$ cat config.mk
export PLATFORM = sky130hd
export DESIGN_NAME = bet_recorder
export DESIGN_NICKNAME = d
export VERILOG_FILES = /design/src/rtl/bet_recorder.sv
export SDC_FILE = /design/constraint.sdc
export NUM_CORES = 1
export LEC_CHECK = 0
export BUFFER_PORTS_ARGS = -buffer_cell sky130_fd_sc_hd__buf_2
export CAP_MARGIN = 30
export CORE_UTILIZATION = 48
export CTS_BUF_LIST = sky130_fd_sc_hd__clkbuf_8
export DETAILED_ROUTE_END_ITERATION = 8
export GPL_ROUTABILITY_DRIVEN = 0
export PLACE_DENSITY_LB_ADDON = 0.1
export SLEW_MARGIN = 20
export SYNTH_ARGS = -nofsm -noshare
export SYNTH_HDL_FRONTEND = slang
export SYNTH_SLANG_ARGS = --single-unit
export TNS_END_PERCENT = 100
$ cat constraint.sdc
create_clock -name clock -period 3.9 [get_ports clock]
set_input_delay 0.78 -clock clock [delete_from_list [all_inputs] [get_ports clock]]
set_output_delay 0.78 -clock clock [all_outputs]
set_load 0.02 [all_outputs]
$ cat src/rtl/bet_recorder.sv
// Roulette bet recorder: captures chip/square keypresses into packed slots and runs the spin handshake.
// Optional build macro BET_RECORDER_UNDO_EN adds an undo key (opcode 6'b111101) that removes the last bet.
module bet_recorder #(
    parameter int MAX_BETS = 12
) (
    input  logic                    clock,
    input  logic                    reset,
    input  logic                    key_valid,
    input  logic [5:0]              bet_opcode,
    input  logic [2:0]              chip_color,
    input  logic                    spin_done,
    output logic [8*MAX_BETS-1:0]   bets,
    output logic [3:0]              bet_count,
    output logic                    spin_req,
    output logic                    full,
    output logic                    reject
);

    localparam logic [5:0] OP_NONE = 6'b111111;
    localparam logic [5:0] OP_SPIN = 6'b111110;
`ifdef BET_RECORDER_UNDO_EN
    localparam logic [5:0] OP_UNDO = 6'b111101;
`endif
    localparam logic [3:0] MAX_CNT = 4'(MAX_BETS);

    typedef enum logic [1:0] {
        ARMED = 2'd0,
        SKIP  = 2'd1,
        SPIN  = 2'd2,
        CLEAR = 2'd3
    } state_t;

    state_t state_r;

    // Keypress FSM; every output is a register updated here.
    always_ff @(posedge clock) begin
        if (reset) begin
            state_r   <= ARMED;
            bets      <= '0;
            bet_count <= 4'd0;
            spin_req  <= 1'b0;
            full      <= 1'b0;
            reject    <= 1'b0;
        end else begin
            reject <= 1'b0;
            case (state_r)
                ARMED: begin
                    if (!key_valid || bet_opcode == OP_NONE) begin
                        state_r <= ARMED;
                    end else if (bet_opcode == OP_SPIN) begin
                        state_r  <= SPIN;
                        spin_req <= 1'b1;
`ifdef BET_RECORDER_UNDO_EN
                    end else if (bet_opcode == OP_UNDO) begin
                        state_r <= SKIP;
                        if (bet_count != 4'd0) begin
                            for (int k = 0; k < MAX_BETS; k++) begin
                                if (4'(k) == bet_count - 4'd1) begin
                                    bets[8*k +: 8] <= 8'h00;
                                end
                            end
                            bet_count <= bet_count - 4'd1;
                            full      <= 1'b0;
                        end else begin
                            reject <= 1'b1;
                        end
`endif
                    end else begin
                        // Make strobe of a bet key; its break strobe is swallowed in SKIP.
                        state_r <= SKIP;
                        if (chip_color != 3'b000 && !full) begin
                            for (int k = 0; k < MAX_BETS; k++) begin
                                if (4'(k) == bet_count) begin
                                    bets[8*k +: 8] <= {chip_color[1:0], bet_opcode};
                                end
                            end
                            bet_count <= bet_count + 4'd1;
                            full      <= (bet_count + 4'd1 == MAX_CNT);
                        end else begin
                            reject <= 1'b1;
                        end
                    end
                end
                SKIP: begin
                    if (key_valid && bet_opcode != OP_NONE) begin
                        state_r <= ARMED;
                    end else begin
                        state_r <= SKIP;
                    end
                end
                SPIN: begin
                    if (spin_done) begin
                        state_r   <= CLEAR;
                        spin_req  <= 1'b0;
                        bets      <= '0;
                        bet_count <= 4'd0;
                        full      <= 1'b0;
                    end else begin
                        state_r <= SPIN;
                    end
                end
                CLEAR: begin
                    state_r <= ARMED;
                end
                default: begin
                    state_r <= ARMED;
                end
            endcase
        end
    end

endmodule

Word level (Yosys, flattened, before mapping)

Cells that the tools add are included.

Register bits: 105
Bits of input ports: 13
Output and inout port bits: 103
Logic and storage cells: 114

Add/subtract/negate cells: 1
Equality and inequality tests: 35
Multiplexer cells: 36
Bitwise logic cells: 1
Reduce and logical (&&, ||, !) cells: 24

Operators with widths:

| kind                                         | number |
|---|---|
| 2-to-1 mux 96 bit                            | 4 |
| one-hot mux 96 bit (2 select lines)          | 1 |
| 2-to-1 mux 8 bit                             | 12 |
| AND reduction 6 bit                          | 12 |
| inequality test 2 bit, second input constant | 17 |
| == test 3 x 4 -> 1 bit, first input constant | 4 |
| == test 4 bit, first input constant          | 4 |
| 2-to-1 mux 4 bit                             | 4 |
| == test 6 bit, second input constant         | 2 |
| 2-to-1 mux 1 bit                             | 9 |
| == test 2 x 4 -> 1 bit, first input constant | 2 |
| one-hot mux 2 bit (4 select lines)           | 1 |
| one-hot mux 4 bit (2 select lines)           | 1 |
| inequality test 6 bit, second input constant | 1 |
| AND reduction 5 bit                          | 1 |
| adder 4 x 1 -> 4 bit, second input constant  | 1 |
| == test 1 x 4 -> 1 bit, first input constant | 1 |
| == test 2 bit, second input constant         | 2 |
| == test 4 bit, second input constant         | 1 |
| logical NOT 4 bit                            | 1 |
| 2-to-1 mux 2 bit                             | 2 |
| one-hot mux 1 bit (2 select lines)           | 2 |
| AND reduction 4 bit                          | 1 |
| OR reduction 4 bit                           | 1 |
| other kinds (8)                              | 10 |

Longest topological paths before layout

Word-level depth: 6
Depth in mapped cells: 7
Gate-level depth less buffers: 5

Least setup slack after synthesis

No wires, ideal clock.

Kind: input to register
Start point: in key_valid
End point: reg bets[10]
Setup time: 72 ps
Arrival: 2148 ps
Required time: 3828 ps
Setup slack: 1680 ps
Cell stages on the path: 5
Path buffers: 1
Cells stage by stage: nor4b_4 o22ai_4 buf_12 nor4_4 mux2i_1

Cells in the longest elaborated chain, start to end: 4

Ends and longest elaborated chain:

| element                         | RTL line | source |
|---|---|---|
| start, declared                 | 8        | `input logic key_valid,` |
| logical NOT 1 bit               | 48       | `if (!key_valid \|\| bet_opcode == OP_NONE) begin` |
| logical OR 1 bit                | 48       |  |
| inequality test 2 bit (no line) | --       |  |
| AND reduction 6 bit (no line)   | --       |  |
| end signal, assigned by index   | 74       | `bets[8*k +: 8] <= {chip_color[1:0], bet_opcode};` |
| end, declared                   | 12       | `output logic [8*MAX_BETS-1:0] bets,` |

No other way between the ends.
A chain may end at the register's enable or synchronous reset.

Final worst setup path

Start point: reg state_r[1]
End point: reg bets[28]

Cells in the longest elaborated chain, start to end: 3
Elaborated cells on any way between the ends: 10
Classes of those cells: eq/ne (6); mux (1); reduce/logical (3)

Ends and longest elaborated chain:

| element                                                               | RTL line | source |
|---|---|---|
| start, declared                                                       | 33       | `state_t state_r;` |
| start signal, assigned                                                | 38       | `state_r <= ARMED;` |
| start signal, assigned                                                | 49       | `state_r <= ARMED;` |
| start signal, assigned                                                | 51       | `state_r <= SPIN;` |
| == test 2 bit or logical NOT 2 bit (tied branches)                    | 46       | `case (state_r)` |
| inequality test 2 bit (no line) or nonzero test 2 bit (tied branches) | --       |  |
| AND reduction 6 bit (no line)                                         | --       |  |

Parallel ways exist; a longest one is shown, timed or not.

==> results.cfg <==
[timing]
clock_skew_ps = 10.5
finalSetupTns_ps = 0
setup_viol = 0
min_period_over_period_pct = 60.4
min_period_ps = 2360
rsz0062_at_grt = false
fmax_mhz = 425
slew_violations = 0
slew_headroom_pct = 38.4
hold_viol_final = 0
worstMarginPinSlew_ps = 924

[final_layout]
antennaDiodeCount = 0
layout-drive-gt1-share_pct = 29.2
area_growth_pct = 18.1
multi_input_area_sq_um = 2270
layout.nets = 529
fillers = 788
final_cells = 628
seq_area_sq_um = 2100

[worst_hold_path]
hold_start = bets[79]
hold_class = reg2reg

[floorplanning]
fp.dieH_um = 99.1
io_pins = 116
rows = 35
start_util_pct = 49.2
die-area_sq_um = 9810
dieWidth_um = 99.1
core_sq_um = 9200

[run]
drv_cap = 0

[route]
route.detailed.drc = 0
viasPerCell = 5.21
antenna_left = 0
vias = 3275
drtIter0Drc = 143
drt-total-wl_um = 11000
wl_per_cell_um = 17.5
drt-pass1-iter-count = 4

[yosys]
synth_area_per_cell_sq_um = 11.0
synth_seq_cells = 105
synthTopCellsByArea = dfxtp_1 46%, mux2i_1 22%, nand2b_1 14%, nor4_4 5.2%, clkbuf_1 1.7%
ys_seq_area_share_pct = 46.5
async_flop_share_pct = 0
yosys.area.top_type_share_pct = 46.5
synth_nets = 427
synth_common_cells = 105 x dfxtp_1, 99 x mux2i_1, 99 x nand2b_1
synth-edff-count = 0
yosysMostFrequentCell = dfxtp_1
netlist_instances = 410
synth_ff_type = dfxtp_1
yosysWarnings = 0
ys_types = 37
yosys.area.top_type = dfxtp_1
syn_area_sq_um = 4520

[critical_path]
critPathCaptureType = flop
cp_data_arrival_time_ps = 2640
crit_type = reg2reg
path_max_fanout = 11
crit_family = simple AND/OR/NAND/NOR gates
start_kind = flop
worstSetupStartpoint = state_r[1]
critPathRequiredTime_ps = 4190
slowest_delay_ps = 740
rr_startpoint = state_r[1]
path_cells = or2_2, nor3_4, buf_8, nor4_4, mux2i_1
path_buf_inv = 1
slowest_stage = nor4_4

[outcome]
status = completed

[placement]
numPortBuffers = 115
dp_hpwl_um = 7190
dp.cells = 612

[pwr]
power.share.combinational_pct = 13.2
switching_share_pct = 28.2
ir_drop_mv = 0.211
p_leak_uw = 0.00216
sequentialPowerShare_pct = 53.1
pwr_density_cell_nw_per_um2 = 399
power_switching_uw = 600
pwr-share-clk_pct = 33.7
internal-power_uw = 1530

[clocking]
insertion_delay_ps = 360
numCtsBuffers = 9
tritoncts = yes
ctsResizeCount = 0
clk_path_buf_depth = 2
clock_sinks = 105
htree_levels = 3
post_cts_buffers = 0
cts_root_buffer = clkbuf_8
clkSlewWorstSetupHoldPaths_ps = 110
hold_buffers = 0

[global_route]
grt_pass1_wl_um = 17400
track_usage_pct = 23.1
overflow = 0
grt_pass1_vias = 3203
grt_antenna_before_repair = 0
grt_max_degree = 107
[layout by cell type, fill, tap and decap left out, types with 4 or more instances in the layout]
master	netlist	layout
buf_2	1	115
mux2i_1	99	99
nor2_1	14	14
ha_1	4	4
nor4_4	11	11
clkbuf_8	0	10
dfxtp_1	105	105
nand2b_1	99	99
inv_1	5	5
nand2_1	11	11
[per-stage QoR]
| step | setup WS, ps | hold slack (ps) | utilization (%) | cell area [sq um] | power [uW] |
|---|---|---|---|---|---|
| final | 1540 | 476 | 58.1 | 5340 | 2130 |
| after global routing | 1370 | 488 | 58.1 | 5340 | 2210 |
| after CTS | 1530 | 477 | 58.1 | 5340 | 2140 |
| after detailed placement | 1200 | 459 | 55.8 | 5130 | 1440 |
| after global placement | 1210 | 455 | 55.6 | 5110 | 1430 |
| after floorplan | 1680 | 520 | - | 4520 | 1360 |
[worst register-to-register path, cell delays in order (launching register included)]
cell     delay, ps
dfxtp_1        620
or2_2          320
nor3_4         130
buf_8          190
nor4_4         750
mux2i_1        280
[registers in the layout, summed over array words and instances (netlist names)]
name / count
state_r: 2
bets: 96
full: 1
reject: 1
spin_req: 1
bet_count: 4
[final cells by class]
| type | count | area share, % |
|---|---|---|
| multi-input combinational | 274 | 42.5 |
| sequential | 105 | 39.4 |
| timing repair buffer | 117 | 11.2 |
| tap | 111 | 2.60 |
| clock buffer | 10 | 2.58 |
| clock inverter | 6 | 1.36 |
| inverter | 5 | 0.352 |
[power by group through the flow]
| stage | logic [uW] | clock network, uW | registers (uW) |
|---|---|---|---|
| final | 282 | 717 | 1130 |
| after floorplan | 166 | 0 | 1190 |
| after global routing | 302 | 771 | 1140 |
| after detailed placement | 284 | 0 | 1150 |
| after global placement | 281 | 0 | 1150 |
| after CTS | 285 | 728 | 1130 |
[path summary, 6_finish.rpt]
path | depth (start not counted) | to | slack (ps)
worst max-delay path | 5 | bets[28] | 1540
worst min-delay path | 2 | bets[79] | 480
worst max register to register | 5 | bets[28] | 1540
worst min register to register | 2 | bets[79] | 480
[per-layer routing]
metal / GRT usage (%) / routed length (um)
met5: 0 / 0
met4: 7.01 / 161
met3: 6.31 / 581
met2: 36.4 / 5080
met1: 31.0 / 5180
[kinds of logic (layout without fill, tap and decap cells)]
family / after synthesis / count (layout) / synth area share (%)
simple gates: 158 / 158 / 24.9
flops: 105 / 105 / 46.5
mux: 100 / 100 / 22.2
buf+inv: 31 / 138 / 3.29
compound gates: 12 / 12 / 2.02
fa+ha+maj: 4 / 4 / 1.11
(Power assumes the default switching activity.)
